`src/rtl/i2c_bus_bridge.sv`:
```
// CPU-facing register front end for an I2C master. It holds the master in reset while idle,
// launches one transfer per START, follows the master's busy flag and captures masked RX data.
module i2c_bus_bridge #(
    parameter int TIMEOUT_CYCLES = 65536
) (
    input  logic        clk,
    input  logic        reset,
    input  logic        req_valid,
    input  logic        req_write,
    input  logic [1:0]  req_addr,
    input  logic [31:0] req_wdata,
    output logic        resp_valid,
    output logic [31:0] resp_rdata,
    output logic        m_reset,
    output logic [3:0]  m_mask,
    output logic [6:0]  m_device_addr,
    output logic [31:0] m_data_in,
    output logic        m_write,
    input  logic [31:0] m_data_out,
    input  logic        m_busy
);
    localparam int TW = (TIMEOUT_CYCLES > 1) ? $clog2(TIMEOUT_CYCLES) : 1;
    localparam logic [TW-1:0] TIMER_LAST = TW'(TIMEOUT_CYCLES - 1);

    typedef enum logic [1:0] {IDLE, LAUNCH, RUN, DONE} state_t;

    state_t        state_q, state_d;
    logic [TW-1:0] timer_q, timer_d;
    logic [6:0]    devaddr_q, devaddr_d;
    logic [31:0]   txdata_q, txdata_d;
    logic [31:0]   rxdata_q, rxdata_d;
    logic [3:0]    ctrl_mask_q, ctrl_mask_d;
    logic          ctrl_write_q, ctrl_write_d;
    logic          done_q, done_d;
    logic          err_timeout_q, err_timeout_d;
    logic          err_mask_q, err_mask_d;
    logic          m_reset_q, m_reset_d;
    logic [3:0]    m_mask_q, m_mask_d;
    logic [6:0]    m_device_addr_q, m_device_addr_d;
    logic [31:0]   m_data_in_q, m_data_in_d;
    logic          m_write_q, m_write_d;
    logic          resp_valid_q, resp_valid_d;
    logic [31:0]   resp_rdata_q, resp_rdata_d;

    logic [31:0]   rx_masked;
    logic [31:0]   status;
    logic          wr_en, rd_en, start_req;

    // Bytes not selected by the transfer mask read back as zero.
    for (genvar gi = 0; gi < 4; gi++) begin : g_rx_mask
        assign rx_masked[gi*8 +: 8] = m_data_out[gi*8 +: 8] & {8{m_mask_q[gi]}};
    end

    assign status    = {23'b0, ctrl_write_q, ctrl_mask_q, err_mask_q, err_timeout_q,
                        done_q, (state_q != IDLE)};
    assign wr_en     = req_valid && req_write;
    assign rd_en     = req_valid && !req_write;
    assign start_req = wr_en && (req_addr == 2'd0) && req_wdata[0];

    always_comb begin
        state_d         = state_q;
        timer_d         = timer_q;
        devaddr_d       = devaddr_q;
        txdata_d        = txdata_q;
        rxdata_d        = rxdata_q;
        ctrl_mask_d     = ctrl_mask_q;
        ctrl_write_d    = ctrl_write_q;
        done_d          = done_q;
        err_timeout_d   = err_timeout_q;
        err_mask_d      = err_mask_q;
        m_mask_d        = m_mask_q;
        m_device_addr_d = m_device_addr_q;
        m_data_in_d     = m_data_in_q;
        m_write_d       = m_write_q;
        resp_valid_d    = 1'b0;
        resp_rdata_d    = resp_rdata_q;

        if (rd_en) begin
            resp_valid_d = 1'b1;
            case (req_addr)
                2'd0:    resp_rdata_d = status;
                2'd1:    resp_rdata_d = {25'b0, devaddr_q};
                2'd2:    resp_rdata_d = txdata_q;
                default: resp_rdata_d = rxdata_q;
            endcase
        end

        if (wr_en) begin
            case (req_addr)
                2'd0: begin
                    ctrl_mask_d  = req_wdata[7:4];
                    ctrl_write_d = req_wdata[1];
                end
                2'd1:    devaddr_d = req_wdata[6:0];
                2'd2:    txdata_d  = req_wdata;
                default: ;
            endcase
        end

        case (state_q)
            IDLE: begin
                if (start_req) begin
                    if (req_wdata[7:4] != 4'd0) begin
                        m_mask_d        = req_wdata[7:4];
                        m_write_d       = req_wdata[1];
                        m_device_addr_d = devaddr_q;
                        m_data_in_d     = txdata_q;
                        done_d          = 1'b0;
                        err_timeout_d   = 1'b0;
                        err_mask_d      = 1'b0;
                        timer_d         = '0;
                        state_d         = LAUNCH;
                    end else begin
                        err_mask_d = 1'b1;
                    end
                end
            end
            LAUNCH, RUN: begin
                timer_d = timer_q + TW'(1);
                // Timeout wins over a busy edge seen in the same cycle.
                if (timer_q == TIMER_LAST) begin
                    err_timeout_d = 1'b1;
                    state_d       = IDLE;
                end else if (state_q == LAUNCH && m_busy) begin
                    state_d = RUN;
                end else if (state_q == RUN && !m_busy) begin
                    state_d = DONE;
                end
            end
            default: begin
                if (!m_write_q) rxdata_d = rx_masked;
                done_d  = 1'b1;
                state_d = IDLE;
            end
        endcase

        m_reset_d = !((state_d == LAUNCH) || (state_d == RUN));
    end

    always_ff @(posedge clk or posedge reset) begin
        if (reset) begin
            state_q         <= IDLE;
            timer_q         <= '0;
            devaddr_q       <= '0;
            txdata_q        <= '0;
            rxdata_q        <= '0;
            ctrl_mask_q     <= '0;
            ctrl_write_q    <= 1'b0;
            done_q          <= 1'b0;
            err_timeout_q   <= 1'b0;
            err_mask_q      <= 1'b0;
            m_reset_q       <= 1'b1;
            m_mask_q        <= '0;
            m_device_addr_q <= '0;
            m_data_in_q     <= '0;
            m_write_q       <= 1'b0;
            resp_valid_q    <= 1'b0;
            resp_rdata_q    <= '0;
        end else begin
            state_q         <= state_d;
            timer_q         <= timer_d;
            devaddr_q       <= devaddr_d;
            txdata_q        <= txdata_d;
            rxdata_q        <= rxdata_d;
            ctrl_mask_q     <= ctrl_mask_d;
            ctrl_write_q    <= ctrl_write_d;
            done_q          <= done_d;
            err_timeout_q   <= err_timeout_d;
            err_mask_q      <= err_mask_d;
            m_reset_q       <= m_reset_d;
            m_mask_q        <= m_mask_d;
            m_device_addr_q <= m_device_addr_d;
            m_data_in_q     <= m_data_in_d;
            m_write_q       <= m_write_d;
            resp_valid_q    <= resp_valid_d;
            resp_rdata_q    <= resp_rdata_d;
        end
    end

    assign resp_valid    = resp_valid_q;
    assign resp_rdata    = resp_rdata_q;
    assign m_reset       = m_reset_q;
    assign m_mask        = m_mask_q;
    assign m_device_addr = m_device_addr_q;
    assign m_data_in     = m_data_in_q;
    assign m_write       = m_write_q;
endmodule

```
`config.mk`:
```
export PLATFORM = sky130hd
export DESIGN_NAME = i2c_bus_bridge
export DESIGN_NICKNAME = d
export VERILOG_FILES = /design/src/rtl/i2c_bus_bridge.sv
export SDC_FILE = /design/constraint.sdc
export NUM_CORES = 1
export LEC_CHECK = 0
export CAP_MARGIN = 5
export CORE_ASPECT_RATIO = 1.4
export CORE_MARGIN = 2
export CORE_UTILIZATION = 38
export DETAILED_ROUTE_END_ITERATION = 8
export PLACE_DENSITY = 0.72
export SLEW_MARGIN = 10
export SYNTH_ARGS = -nofsm -noshare
export SYNTH_HDL_FRONTEND = slang
export SYNTH_SLANG_ARGS = --single-unit
```
`constraint.sdc`:
```
create_clock -name clk -period 5.4 [get_ports clk]
set_input_delay 1.08 -clock clk [delete_from_list [all_inputs] [get_ports clk]]
set_output_delay 1.08 -clock clk [all_outputs]
set_load 0.005 [all_outputs]
```
==> metrics.md <==
| Metric | Value |
|---|---|
| Outcome | finished, final reports clean |
| Unrepaired setup endpoints after global routing | false |
| Post-synth EDFFs | 0 |
| Critical Path Sink Type | register |
| Vias per cell | 5.095 |
| Reg-to-Reg End | timer_q[12]$_DFFE_PP0P_ |
| CTS Buffer Depth | 2 |
| CTS clock-pin slew for the worst setup and hold paths | 70 ps |
| Routed WL per cell | 17.30 um |
| Worst hold path type | register to register |
| CTS tree | done |
| Syn_area_per_cell | 10.20 um^2 |
| Tmin final | 3469 ps |
| Via count | 5793 |
| Sink Count | 175 |
| Hold_sp | m_data_in[0]$_DFFE_PP0P_ |
| Most common cell after layout, fill and taps aside | nand2_1 |
| Maxcap violations | 0 |
| Post-synthesis cell area | 7571 um^2 |
| VDD IR-drop max | 0.2220 mV |
| PortBufs | 148 |
| Reg-to-reg slack, setup | 2920 ps |
| Layout cells sized above 1 | 10.85% |
| First-pass GRT wire length | 31.10 mm |
| CP Launch Type | input pin |
| Max incr delay on CP | 720 ps |
| Initial antenna violation count | 0 |
| Max-slew violations | 0 |
| Slew @ Worst Pin | 1145 ps |
| Pwr/cell area | 454.7 nW/um^2 |
| Post-synthesis instance total | 742 |
| Final hold vios | 0 |
| Worst R2R Start | state_q[0]$_DFF_PP0_ |
| WP data arrival | 3810 ps |
| CP Data Required Time | 5750 ps |
| CTS root buf | clkbuf_16 |
| Critical-path cell list | clkdlybuf4s50_1, nand4bb_1, nor3_4, buf_4, o2111ai_1, o2111ai_1 |
| Initial core utilization | 38.45% |
| Syn_nets | 818 |
| Critical path fanouts, max | 34 |
| Final nets | 948 |
| Most frequent cells in the layout | nand2_1, dfrtp_1, clkdlybuf4s50_1, o21ai_0, mux2_2 |
| Iteration-0 DRC Markers | 295 |
| Ys async rst share | 100.0% |
| Largest net degree at the start of global routing | 72 |
| Kind of critical path | input pin to register |
| Overall power | 0.004476 W |
| Area of the die | 21080 um^2 |
| Postcts setup bufs | 0 |
| Filler Cells Inserted | 1801 |
| Register area share after synthesis | 57.86% |
| Number of global-route vias before repair | 5799 |
| Synthesis-to-layout area growth | 30.01% |
| Total gr overflow | 0 |
| Reg2Reg Depth | 6 |
| CTS Buf Count | 17 |
| Slowest CP cell | clkdlybuf4s50_1 |
| Achievable Freq | 288.3 MHz |
| CP most frequent cell | o2111ai_1 |
| Latest clock arrival within the worst-skew pair | 430 ps |
| Seq cells post-synth | 175 |
| Core Area | 19690 um^2 |
| Hpwl dp | 13.46 mm |
| Primary FF master, synth | dfrtp_1 |
| Worst hold path depth | 2 |
| Hold Path Sink | m_data_in[0]$_DFFE_PP0P_ |
| Hold buffers post-CTS | 0 |
| # rows | 61 |
| Post-route DRC | 0 |
| Diode count | 0 |
| H-tree levels | 4 |
| Static leakage | 4.455 nW |
| Top-Level Pins | 149 |
| Final setup fails | 0 |
| DR pass1 iterations | 5 |
| Routed Antenna Nets | 0 |
| Post-cts gate resize count | 0 |
| Die Wd | 123.3 um |
| Max transition margin | 23.63% |
| Setup TNS | 0 ps |
| Final critical-path share of the clock period | 64.24% |
| Placer congestion estimate | 0.8225 |
| Synth warn | 0 |
| Post-Route Skew | 11.35 ps |
| Overall routing resource usage | 19.16% |
| DIE HEIGHT | 171.0 um |
| DRT Wirelength | 19.67 mm |
| Count of different cell masters after synthesis | 50 |
[cells in the mapped netlist, types with 7 or more instances]
master	instances	area, um^2
nand2_1	270	1013
inv_1	8	30.03
mux2_2	39	439.2
or4_1	8	60.06
clkbuf_1	25	93.84
nor2_1	9	33.78
o21ai_0	65	325.3
dfrtp_1	174	4354
nand3_1	11	55.05
o31ai_1	8	60.06
a21oi_1	12	60.06
buf_2	11	55.05
mux4_2	7	157.7
mux2i_1	24	240.2
[worst max-delay path by stage]
stage                startpoint                         end  slack, ps  depth (start not counted)
floorplan                 reset  ctrl_mask_q[0]$_DFFE_PP0N_       2080                          1
global placement    req_addr[1]           m_reset$_DFF_PP1_       1620                          6
detailed placement  req_addr[1]           m_reset$_DFF_PP1_       1560                          6
CTS                 req_addr[1]           m_reset$_DFF_PP1_       1990                          6
global route        req_addr[1]           m_reset$_DFF_PP1_       1750                          6
finish              req_addr[1]           m_reset$_DFF_PP1_       1930                          6
[power by group]
group	switching (W)	total, W	internal (W)
Clock	0.000554	0.00123	0.000681
Combinational	0.000525	0.00119	0.000664
Sequential	0.000334	0.00205	0.00172
[metal layers]
| metal | global-route usage (%) | share of wire, % |
|---|---|---|
| met3 | 4.233 | 5.1 |
| met1 | 23.37 | 41 |
| met4 | 5.879 | 1.9 |
| met5 | 0 | 0 |
| met2 | 33.49 | 52 |
[state kept, by name, indices dropped and copies added, names as in the netlist, 2 cells and up]
| register | count |
|---|---|
| ctrl_mask_q | 4 |
| timer_q | 16 |
| rxdata_q | 32 |
| m_mask | 4 |
| txdata_q | 32 |
| devaddr_q | 7 |
| m_data_in | 32 |
| m_device_addr | 7 |
| resp_rdata | 32 |
| state_q | 2 |
[cells by family after synthesis]
logic type | synth area share, %
mux | 11.06
xor+xnor | 0.1157
compound gates | 8.495
fa+ha+maj | 0.8263
flops | 57.86
simple gates | 18.44
buf+inv | 3.206
[worst max-delay path: cells and delay by family]
| kind | cells | cell delay [ps] |
|---|---|---|
| AND/OR/NAND/NOR | 2 | 1220 |
| AO/OA/AOI/OAI | 2 | 290 |
| buffers and inverters | 2 | 1190 |
[stage by stage]
step	setup WS (ps)	hold slack [ps]	instances	util [%]	area [um^2]
global route	1754	511.8	1137	49.99	9843
global placement	1624	457.9	1105	46.95	9245
floorplan	2082	441.0	742	-	7575
detailed placement	1557	466.4	1105	46.95	9245
CTS	1992	481.7	1137	49.99	9843
finish	1931	478.0	1137	49.99	9843
[final cells by class]
cell class | instances | area [um^2] | share of cell area [%]
multi-input combinational | 515 | 2962 | 30.09
inverter | 8 | 33.78 | 0.3432
clock inverter | 13 | 145.1 | 1.475
sequential | 175 | 4380 | 44.50
tap | 252 | 315.3 | 3.203
clock buffer | 19 | 452.9 | 4.601
timing repair buffer | 155 | 1554 | 15.79
(Power assumes the default switching activity.)
